==> src/rtl/uart_rx_fsm.sv <==
// UART receive frame sequencer: tracks oversample edge and bit position, drives checker enables.
// Optional parity bit support is built when UART_RX_PARITY_SUPPORT_EN is defined.
module uart_rx_fsm #(
    parameter int DATA_WIDTH     = 8,
    parameter int PRESCALE_WIDTH = 6
) (
    input  logic                      CLK,
    input  logic                      RST,
    input  logic                      RX_IN,
    input  logic                      PAR_EN,
    input  logic [PRESCALE_WIDTH-1:0] Prescale,
    input  logic                      start_glitch,
    input  logic                      parity_error,
    input  logic                      stop_error,
    output logic                      data_samp_en,
    output logic                      deser_en,
    output logic                      strt_chk_en,
    output logic                      par_chk_en,
    output logic                      stop_check_enable,
    output logic [PRESCALE_WIDTH-1:0] edge_cnt,
    output logic [3:0]                bit_cnt,
    output logic                      data_valid,
    output logic                      frame_error
);

    typedef enum logic [2:0] {
        IDLE,
        START,
        DATA,
`ifdef UART_RX_PARITY_SUPPORT_EN
        PARITY,
`endif
        STOP
    } state_t;

    state_t                    r_state, w_next;
    logic [PRESCALE_WIDTH-1:0] r_edge, r_prescale;
    logic [3:0]                r_bit;
    logic                      r_err, r_data_valid, r_frame_error;
    logic [PRESCALE_WIDTH-1:0] w_s, w_l;
    logic                      w_last, w_past_s;

`ifdef UART_RX_PARITY_SUPPORT_EN
    logic                      r_par_en;
`else
    logic                      w_unused_par;
    assign w_unused_par = PAR_EN ^ parity_error;
`endif

    // S is the first edge at which the sampler's majority vote has settled.
    assign w_s      = (r_prescale >> 1) + PRESCALE_WIDTH'(2);
    assign w_l      = r_prescale - PRESCALE_WIDTH'(1);
    assign w_last   = (r_edge == w_l);
    assign w_past_s = (r_edge >= w_s);

    always_ff @(posedge CLK or negedge RST) begin
        if (!RST) r_state <= IDLE;
        else      r_state <= w_next;
    end

    always_comb begin
        w_next            = r_state;
        data_samp_en      = 1'b0;
        deser_en          = 1'b0;
        strt_chk_en       = 1'b0;
        par_chk_en        = 1'b0;
        stop_check_enable = 1'b0;
        case (r_state)
            IDLE: begin
                if (!RX_IN) w_next = START;
            end
            START: begin
                data_samp_en = 1'b1;
                strt_chk_en  = w_past_s;
                if (w_last) w_next = start_glitch ? IDLE : DATA;
            end
            DATA: begin
                data_samp_en = 1'b1;
                deser_en     = (r_edge == w_s);
                if (w_last && r_bit == 4'(DATA_WIDTH)) begin
`ifdef UART_RX_PARITY_SUPPORT_EN
                    w_next = r_par_en ? PARITY : STOP;
`else
                    w_next = STOP;
`endif
                end
            end
`ifdef UART_RX_PARITY_SUPPORT_EN
            PARITY: begin
                data_samp_en = 1'b1;
                par_chk_en   = w_past_s;
                if (w_last) w_next = STOP;
            end
`endif
            STOP: begin
                data_samp_en      = 1'b1;
                stop_check_enable = w_past_s;
                if (w_last) w_next = IDLE;
            end
            default: w_next = IDLE;
        endcase
    end

    always_ff @(posedge CLK or negedge RST) begin
        if (!RST) begin
            r_edge        <= '0;
            r_bit         <= '0;
            r_prescale    <= '0;
            r_err         <= 1'b0;
            r_data_valid  <= 1'b0;
            r_frame_error <= 1'b0;
`ifdef UART_RX_PARITY_SUPPORT_EN
            r_par_en      <= 1'b0;
`endif
        end else begin
            r_data_valid  <= 1'b0;
            r_frame_error <= 1'b0;
            if (r_state == IDLE) begin
                r_edge <= '0;
                r_bit  <= '0;
                if (!RX_IN) begin
                    r_prescale <= Prescale;
`ifdef UART_RX_PARITY_SUPPORT_EN
                    r_par_en   <= PAR_EN;
`endif
                end
            end else if (w_last) begin
                r_edge <= '0;
                r_bit  <= (w_next == IDLE) ? 4'd0 : r_bit + 4'd1;
`ifdef UART_RX_PARITY_SUPPORT_EN
                if (r_state == PARITY) r_err <= r_err | parity_error;
`endif
                // Result pulses land in the first IDLE cycle after the stop bit.
                if (r_state == STOP) begin
                    r_data_valid  <= !stop_error && !r_err;
                    r_frame_error <= stop_error || r_err;
                end
            end else begin
                r_edge <= r_edge + PRESCALE_WIDTH'(1);
            end
            if (w_next == IDLE) r_err <= 1'b0;
        end
    end

    assign edge_cnt    = r_edge;
    assign bit_cnt     = r_bit;
    assign data_valid  = r_data_valid;
    assign frame_error = r_frame_error;

endmodule

==> config.mk <==
export PLATFORM = sky130hd
export DESIGN_NAME = uart_rx_fsm
export DESIGN_NICKNAME = d
export VERILOG_FILES = /design/src/rtl/uart_rx_fsm.sv
export SDC_FILE = /design/constraint.sdc
export NUM_CORES = 1
export LEC_CHECK = 0
export ABC_AREA = 1
export CORE_MARGIN = 4
export CORE_UTILIZATION = 55
export CTS_BUF_LIST = sky130_fd_sc_hd__clkbuf_8 sky130_fd_sc_hd__clkbuf_16
export CTS_CLUSTER_SIZE = 25
export DETAILED_ROUTE_END_ITERATION = 8
export GPL_ROUTABILITY_DRIVEN = 0
export PLACE_DENSITY = 0.85
export SYNTH_ARGS = -nofsm -noshare
export SYNTH_HDL_FRONTEND = slang
export SYNTH_SLANG_ARGS = --single-unit
==> constraint.sdc <==
create_clock -name CLK -period 3 [get_ports CLK]
set_input_delay 0.6 -clock CLK [delete_from_list [all_inputs] [get_ports CLK]]
set_output_delay 0.6 -clock CLK [all_outputs]
set_load 0.01 [all_outputs]
* Word-level counts from Yosys, hierarchy flattened *
Index checks and enable logic that the tools add are counted.

cells by class
  multiplexer cells = 21
  reductions and logical operators = 7
  $lt $le $gt $ge = 1
  equality and inequality tests = 6
  $add $sub $neg = 4
  bitwise operators = 1

operators with widths
  kind                 number
  $eq 6x6->1           2
  $mux 3               4
  $mux 4               3
  $mux 6               2
  $pmux 3 s4           1
  $mux 1               10
  $add 5x2->6 const B  1
  $add 6x1->6 const B  1
  $eq 3x2->1 const B   2
  $ge 6x6->1           1
  $logic_not 3->1      2
  $sub 6x1->6 const B  1
  $add 4x1->4 const B  1
  $eq 4x4->1 const B   1
  $eq 3x1->1 const B   1
  $reduce_or 3->1      1
  $mux 2               1
  $reduce_and 2->1     1
  $reduce_bool 2->1    1
  $logic_and 1x1->1    1
  $logic_not 1->1      1
  $not 1->1            1

word-level totals
  word-level logic and storage cells = 46
  input port bits = 13
  flip-flop bits (word level) = 21
  output and inout port bits = 17

* Depth between registers and ports, before layout *
Gate-level depths: netlist (run 1).

  word-level depth = 9
  depth in mapped cells = 16
  mapped depth without buffers = 16

* Least setup slack after synthesis (run 1) *
Ideal clock, no wire load.

  path kind = register to output
  start = register r_prescale[2]
  end = output stop_check_enable
  data arrival time = 1583 ps
  setup slack = 817 ps
  data required time = 2400 ps
  path buffers = 0
  cell stages (with the launch flop) = 10
  cells stage by stage = dfrtp_1 ha_1 xnor2_1 ha_1 nand2_1 nor2_1 nand3_1 o2111ai_1 nand3_1 inv_1

between the ends
  longest elaborated chain between the ends = 3

RTL lines
  element                   RTL line  source
  start: declaration        37        logic [PRESCALE_WIDTH-1:0] r_edge, r_prescale;
  start signal: assignment  122       r_prescale <= Prescale;
  $add 5x2->6               51        assign w_s = (r_prescale >> 1) + PRESCALE_WIDTH'(2);
  $ge 6x6->1                54        assign w_past_s = (r_edge >= w_s);
  $mux 1                    68        case (r_state)
  end: declaration          19        output logic stop_check_enable,

No other way between the ends.

* Worst setup path in the final report (run 1) *
  start = register r_prescale[2]
  end = output strt_chk_en

between the ends
  longest elaborated chain between the ends = 3

RTL lines
  element           RTL line  source
  $add 5x2->6       51
  $ge 6x6->1        54
  $mux 1            68
  end: declaration  17        output logic strt_chk_en,

No other way between the ends.

==> PnR_summary.wiki, run 1 <==
{| class="wikitable"
! Metric !! Value
|-
| Run status || finished clean
|-
| Initial standard-cell utilization of the core || 58.7%
|-
| Worst hold slack after final layout || between 0.5 and 0.6 ns
|-
| Fillers || 182
|-
| Layout cells sized above 1 || 17.2%
|-
| Highest ir drop seen on vdd || 562 uV
|-
| CTS sink cnt || 21
|-
| Lkg Pwr || 0.940 nW
|-
| Post-route cell area || 1820 sq um
|-
| Post-detailed-placement half-perimeter wirelength || 2.48 mm
|-
| DRC violations left || 0
|-
| Critical path class || reg -> out
|-
| Kind of start point of the critical path || flip-flop
|-
| CTS tree || yes
|-
| Portion of the post-synthesis area used by sequential elements || 35.8%
|-
| Quantity of I/O buffers inserted on ports || 26
|-
| Number of endpoints with negative hold slack in the final report || 0
|-
| DR iter-0 viols || 33
|-
| Critical Path Start || r_prescale[2]
|-
| Path class of the lowest-slack min-delay path || reg -> reg
|-
| Number of nets at the end of the flow || 248
|-
| Period utilisation layout || 95.0%
|-
| Top Ports || 30
|-
| Final critical delay including setup and external delays || 2.85 ns
|-
| Die W || around 60 um
|-
| Number of nets with antenna violations after detailed routing || 0
|-
| Post-layout utilization of the core || 72.8%
|-
| YS warnings || 0
|-
| Cell Rows || 18
|-
| Die ar. || 3560 sq um
|-
| Setup TNS || 0 ns
|-
| Biggest area contributors in the synthesized netlist || sky130_fd_sc_hd__dfrtp_1 (36%), sky130_fd_sc_hd__ha_1 (11%), sky130_fd_sc_hd__nand2_1 (11%)
|-
| Maximum buffer depth of the clock tree || 2
|-
| Number of storage elements in the synthesis netlist || 21
|-
| Area Growth Syn to Fin || 24.1%
|-
| Placed Cells || ~250
|-
| Area of the multi-input gates || 825 sq um
|-
| Maximum clock frequency || 351 MHz
|-
| Die Span Y || 59.6 um
|-
| Setup skew after layout || 0.00150 ns
|-
| Capturing element type of the critical path || output port
|-
| Clock root cell || sky130_fd_sc_hd__clkbuf_8
|-
| Area of the core || 2500 sq um
|-
| Overall routed net length || 3.33 mm
|-
| Clock-pin slew of the registers on the worst-case setup and hold paths || 0.07 ns
|-
| Global-route usage over all layers || between 20% and 30%
|-
| Maximum number of pins on one net before global-route repair || 22
|-
| Mean cell area of the mapped netlist || 7.68 sq um
|-
| Antenna violations before repair || 0
|-
| Remaining Overflow, GRT || 0
|-
| Met2 GRT Util || 35.9%
|-
| Required time at the worst-slack endpoint || 2.40 ns
|-
| Global routing met3 resource utilization || 3.27%
|-
| Wire per inst || 13.3 um
|-
| Reg area || 529 sq um
|-
| Netlist cell types || 31
|-
| Post-Syn Area || about 1500 sq um
|-
| Launching point of the worst reg2reg path || r_prescale[1]
|-
| Detail-routed via count per cell || 5.18
|-
| Launch instance of the worst min-delay path || bit_cnt[3]
|-
| Top cell type by total area after synthesis || sky130_fd_sc_hd__dfrtp_1
|-
| Layout Cells excl Fill || ~250
|-
| Via count || about 1300
|-
| H-tree Lvls || 1
|-
| Cell area reported after detailed placement || 1760 sq um
|-
| Met1 Use GR || 27.5%
|-
| Number of violations of the max-capacitance limit || 0
|-
| Final number of setup-violating endpoints || 0
|-
| Maximum fanout encountered on the critical timing path || 5
|-
| ANT cells || 0
|-
| Inserted Clock Buffers || 3
|-
| Worst-Skew Late Latency || 0.26 ns
|-
| Pins Over Slew Limit || 0
|-
| Worst Path Arrival || between 2 and 2.5 ns
|-
| Wire length of the first global-routing pass || between 5 and 6 mm
|-
| Share of Yosys cell area claimed by the top area cell type || a little over a third
|-
| Power density over the cells || 658 nW/um^2
|-
| Vias in the first global route || ~1300
|-
| Number of search-and-repair iterations in the first detailed-routing pass || 4
|-
| Most utilized layer in the global route result || met2
|-
| Number of standard cells after synthesis || between 150 and 200
|}
## final cells by class
cell class / instances / area share [%]
clock buffer: 3 / 2.27
clock inverter: 1 / 0.206
inverter: 29 / 5.98
multi-input combinational: 139 / 45.3
sequential: 21 / 29.1
tap: 30 / 2.06
timing repair buffer: 28 / 15.1
## final timing paths
check                                end  cells past startpoint  slack, ns
max reg2reg                   bit_cnt[3]                     15       1.10
min in group asynchronous  r_prescale[2]                      2       0.68
min reg2reg                   bit_cnt[3]                      2       0.56
max                          strt_chk_en                     10       0.15
max in group asynchronous  r_prescale[4]                      2       2.09
min                           bit_cnt[3]                      2       0.56
## placed cells by master, fill, tap and decap left out, drive strengths merged
| cell type | n |
|---|---|
| nor4 | 1 |
| a21oi | 9 |
| a21boi | 1 |
| clkbuf | 3 |
| or2 | 1 |
| nand2 | 51 |
| dlygate4sd2 | 2 |
| dlymetal6s2s | 1 |
| xor2 | 5 |
| nand3 | 15 |
| mux2 | 1 |
| xnor2 | 2 |
| clkdlybuf4s50 | 23 |
| nor2 | 29 |
| o2111ai | 1 |
| o21ai | 3 |
| nand4 | 2 |
| buf | 2 |
| inv | 30 |
| nand3b | 1 |
| nor3b | 1 |
| ha | 13 |
| dfrtp | 21 |
| conb | 2 |
| nor3 | 1 |
## metal layers
metal  share of wire (%)  up-vias
met4                 2.3        0
met3                 4.4        8
met5                   0        -
met1                  44      598
met2                  50       40
li1                    -      655
## through the flow
step           setup WS, ns  total power, mW
3_5_place_dp          0.118            0.997
4_1_cts              0.0665             1.19
6_report              0.150             1.20
2_1_floorplan         0.817            0.819
5_1_grt            -0.00474             1.30
3_3_place_gp          0.161            0.962
## state kept, by name (all words and copies together), names as in the netlist
name         flops
bit_cnt          4
data_valid       1
edge_cnt         6
frame_error      1
r_prescale       6
r_state          3
## synthesized netlist by cell type (all sizes together)
cell type	count
o2111ai	1
nor4	1
dfrtp	21
clkbuf	1
nand2	51
nor3b	1
nand3b	1
or2	1
mux2	1
nand3	15
xnor2	2
ha	13
a21oi	9
nand4	2
o21ai	3
buf	2
xor2	5
inv	29
conb	1
nor3	1
a21boi	1
nor2	29
## cells by family after synthesis
kind of cell	count (synthesis)	synth area share [%]
xor+xnor	7	4.18
compound gates	14	5.20
buf+inv	32	8.53
flops	21	35.8
mux	1	0.768
simple gates	102	34.1
fa+ha+maj	13	11.1
other cells	1	0.256
## power breakdown
group	switching (mW)	leakage, nW	internal [mW]
clock	0.0890	0.0269	0.0911
combinational	0.331	0.648	0.246
sequential	0.0993	0.265	0.341
total	0.519	0.940	0.678
## worst max-delay path, stage by stage, from the launching register on
cell and delay [ns]:
sky130_fd_sc_hd__dfrtp_2 0.43, sky130_fd_sc_hd__ha_2 0.21, sky130_fd_sc_hd__nand3_1 0.10, sky130_fd_sc_hd__ha_1 0.31
sky130_fd_sc_hd__nand2_1 0.10, sky130_fd_sc_hd__nor2_2 0.13, sky130_fd_sc_hd__nand3_1 0.11, sky130_fd_sc_hd__o2111ai_1 0.14
sky130_fd_sc_hd__nand3_1 0.13, sky130_fd_sc_hd__inv_1 0.07, sky130_fd_sc_hd__dlygate4sd2_1 0.26
## repair_timing
action | CTS | global route
resized for setup | 6 | 2
setup endpoints to repair | 3 | 2
hold buffers | 0 | 0
setup buffers | 1 | 0
gates cloned | 0 | 0
Note: power is estimated with default switching activity, not from simulation.
==> run 2, diff against run 1 <==
PLACE_DENSITY = 0.83   (was 0.85)
==> PnR_summary.wiki, run 2 (same netlist as run 1, synthesis figures left out) <==
{| class="wikitable"
! Metric !! Value
|-
| Run status || finished clean
|-
| Layout cells sized above 1 || 15.0% (-2.2 points)
|-
| Internal power summed over all cells || 675 uW (-0.53%)
|-
| Number of cells on the worst reg-to-reg path || 15 (unchanged)
|-
| DRC violations left || 0 (unchanged)
|-
| Number of search-and-repair iterations in the first detailed-routing pass || 4 (unchanged)
|-
| ANT cells || 0 (unchanged)
|-
| Final critical delay including setup and external delays || 2.86 ns (+0.0115 ns)
|-
| Clock root cell || sky130_fd_sc_hd__clkbuf_8
|-
| Worst-Skew Late Latency || 0.26 ns (about the same)
|-
| Initial standard-cell utilization of the core || 58.7% (unchanged)
|-
| Post-detailed-placement half-perimeter wirelength || 2.53 mm (+1.8%)
|-
| Lkg Pwr || 0.938 nW (-0.18%)
|-
| Number of stages on the worst hold path || 2 (unchanged)
|-
| Area Growth Syn to Fin || 23.1%
|-
| Cell Rows || 18 (unchanged)
|-
| Die W || 59.6 um (unchanged)
|-
| Die Span Y || 59.6 um (unchanged)
|-
| Launch instance of the worst min-delay path || bit_cnt[3]
|-
| Vias in the first global route || 1277 (-0.47%)
|-
| Maximum number of pins on one net before global-route repair || 22 (unchanged)
|-
| Maximum fanout encountered on the critical timing path || 6 (+1)
|-
| Setup TNS || 0 ns (unchanged)
|-
| Setup repair after global routing missed its margin || false
|-
| DR iter-0 viols || 49 (+48%)
|-
| Critical path class || reg -> out
|-
| Number of endpoints with negative hold slack in the final report || 0 (unchanged)
|-
| Clock-pin slew of the registers on the worst-case setup and hold paths || 0.08 ns (about the same)
|-
| Pins Over Slew Limit || 0 (unchanged)
|-
| Worst-case headroom to the max-slew limit || between 30% and 40%
|-
| Power spent charging and discharging nets || 515 uW (-0.81%)
|-
| Antenna violations before repair || 0 (unchanged)
|-
| Final number of setup-violating endpoints || 0 (unchanged)
|-
| Setup skew after layout || 0.00379 ns (+0.00229 ns)
|-
| Net Sw Frac || 43.3% (-0.068 points)
|-
| Top Ports || 30 (unchanged)
|-
| Quantity of I/O buffers inserted on ports || 26 (unchanged)
|-
| Number of nets with antenna violations after detailed routing || 0 (unchanged)
|-
| Required time at the worst-slack endpoint || 2.40 ns (about the same)
|-
| CTS tree || yes
|-
| Worst r2r dst || bit_cnt[1]
|-
| H-tree Lvls || 1 (unchanged)
|-
| Most common cell after layout, fill and taps aside || sky130_fd_sc_hd__nand2_1
|-
| Part of the total power dissipated in the clock network || 15.5% (+0.5 points)
|-
| Share of total power in combinational logic || 47.7% (-0.5 points)
|-
| Maximum clock frequency || 350 MHz (-0.40%)
|-
| Hold path endpoint || bit_cnt[3]
|-
| Overall routed net length || 3.18 mm (-4.6%)
|-
| Highest ir drop seen on vdd || 568 uV (+1.2%)
|-
| Wire length of the first global-routing pass || 5.51 mm (-2.3%)
|-
| R2r setup slk || 1.08 ns (-0.02 ns)
|-
| Detail-routed via count per cell || 5.22 (+0.63%)
|-
| Power density over the cells || 659 nW/um^2 (+0.18%)
|-
| Capturing element type of the critical path || output port
|-
| Post-layout utilization of the core || 72.2% (-0.60 points)
|-
| Top library cells by usage in the layout, fill and taps aside || sky130_fd_sc_hd__nand2_1 (43), sky130_fd_sc_hd__nor2_1 (24), sky130_fd_sc_hd__clkdlybuf4s50_1 (23)
|-
| Period utilisation layout || 95.4% (+0.38 points)
|-
| Slew at the pin closest to its max-slew limit || about 0.96 ns
|-
| Number of violations of the max-capacitance limit || 0 (unchanged)
|-
| Remaining Overflow, GRT || 0 (unchanged)
|-
| Fillers || 197 (+8.2%)
|-
| Share of total power in sequential cells || 36.8% (about the same)
|-
| Via count || 1304 (+0.23%)
|-
| Maximum buffer depth of the clock tree || 2 (unchanged)
|-
| Area of the core || 2500 sq um (unchanged)
|-
| Launching point of the worst reg2reg path || r_prescale[1]
|-
| Number of nets at the end of the flow || 247 (-0.40%)
|-
| Die ar. || 3560 sq um (unchanged)
|-
| Wire per inst || 12.7 um (-4.2%)
|-
| Post-cts hold buffer count || 0 (unchanged)
|-
| Path class of the lowest-slack min-delay path || reg -> reg
|-
| Kind of start point of the critical path || flip-flop
|-
| Worst Path Arrival || 2.26 ns (about the same)
|-
| Inserted Clock Buffers || 3 (unchanged)
|-
| CTS sink cnt || 21 (unchanged)
|-
| Global-route usage over all layers || 20.7% (-0.48 points)
|}
run 2: worst max-delay path by stage:
stage | end | start | cells after the start | slack (ns)
finish | strt_chk_en | r_prescale[2] | 10 | 0.14
global route | stop_check_enable | r_prescale[2] | 10 | 0.04
CTS | deser_en | r_prescale[2] | 8 | 0.07
detailed placement | strt_chk_en | r_prescale[2] | 10 | 0.14
global placement | strt_chk_en | r_prescale[2] | 10 | 0.17
floorplan | stop_check_enable | r_prescale[2] | 9 | 0.82
run 2: routing by layer:
metal	up-vias	track usage, %	routed length, um
li1	654	-	-
met1	616	25.1	1310
met2	27	35.9	1640
met3	7	3.92	151
met4	0	8.23	70
met5	-	0	0
run 2: layout make-up:
class	count	area [sq um]	area share, %
multi-input combinational	139	820	45.4
sequential	21	527	29.2
timing repair buffer	27	268	14.8
inverter	29	109	6.03
clock buffer	3	41.3	2.29
tap	30	37.5	2.08
clock inverter	1	3.75	0.208
run 2: critical path: stages, from the launching register on:
cell and delay (ns):
sky130_fd_sc_hd__dfrtp_2 0.46, sky130_fd_sc_hd__ha_1 0.24, sky130_fd_sc_hd__xnor2_1 0.14, sky130_fd_sc_hd__ha_1 0.30, sky130_fd_sc_hd__nand2_1 0.06, sky130_fd_sc_hd__nor2_1 0.11, sky130_fd_sc_hd__nand3_1 0.11, sky130_fd_sc_hd__o2111ai_1 0.15
sky130_fd_sc_hd__nand3_1 0.11, sky130_fd_sc_hd__inv_1 0.06, sky130_fd_sc_hd__dlygate4sd2_1 0.28
run 2: what timing repair did:
action,CTS,global route
cloned,0,0
endpoints found under the setup margin,2,1
pin swaps,0,0
buffers inserted,1,0
resized for setup,3,1
run 2: power by group through the flow:
stage,logic [mW],clock network (mW),registers (mW)
after CTS,0.574,0.189,0.436
after global placement,0.526,0,0.434
after global routing,0.644,0.206,0.447
after floorplan,0.396,0,0.423
after detailed placement,0.566,0,0.441
final,0.568,0.184,0.438
run 2: stage by stage:
stage / cells / power [mW] / setup WS [ns] / hold WS [ns] / cell area, sq um
after detailed placement: 245 / 1.01 / 0.141 / 0.537 / 1750
final: 250 / 1.19 / 0.139 / 0.549 / 1810
after floorplan: 192 / 0.819 / 0.817 / 0.304 / 1470
after CTS: 250 / 1.20 / 0.0736 / 0.557 / 1800
after global routing: 250 / 1.30 / 0.0375 / 0.588 / 1810
after global placement: 245 / 0.960 / 0.173 / 0.535 / 1750
==> run 3, diff against run 2 <==
ABC_CLOCK_PERIOD_IN_PS = 3000   (was default)
==> results of run 3 <==
Final layout, timing and power as in run 2 (identical DEF).
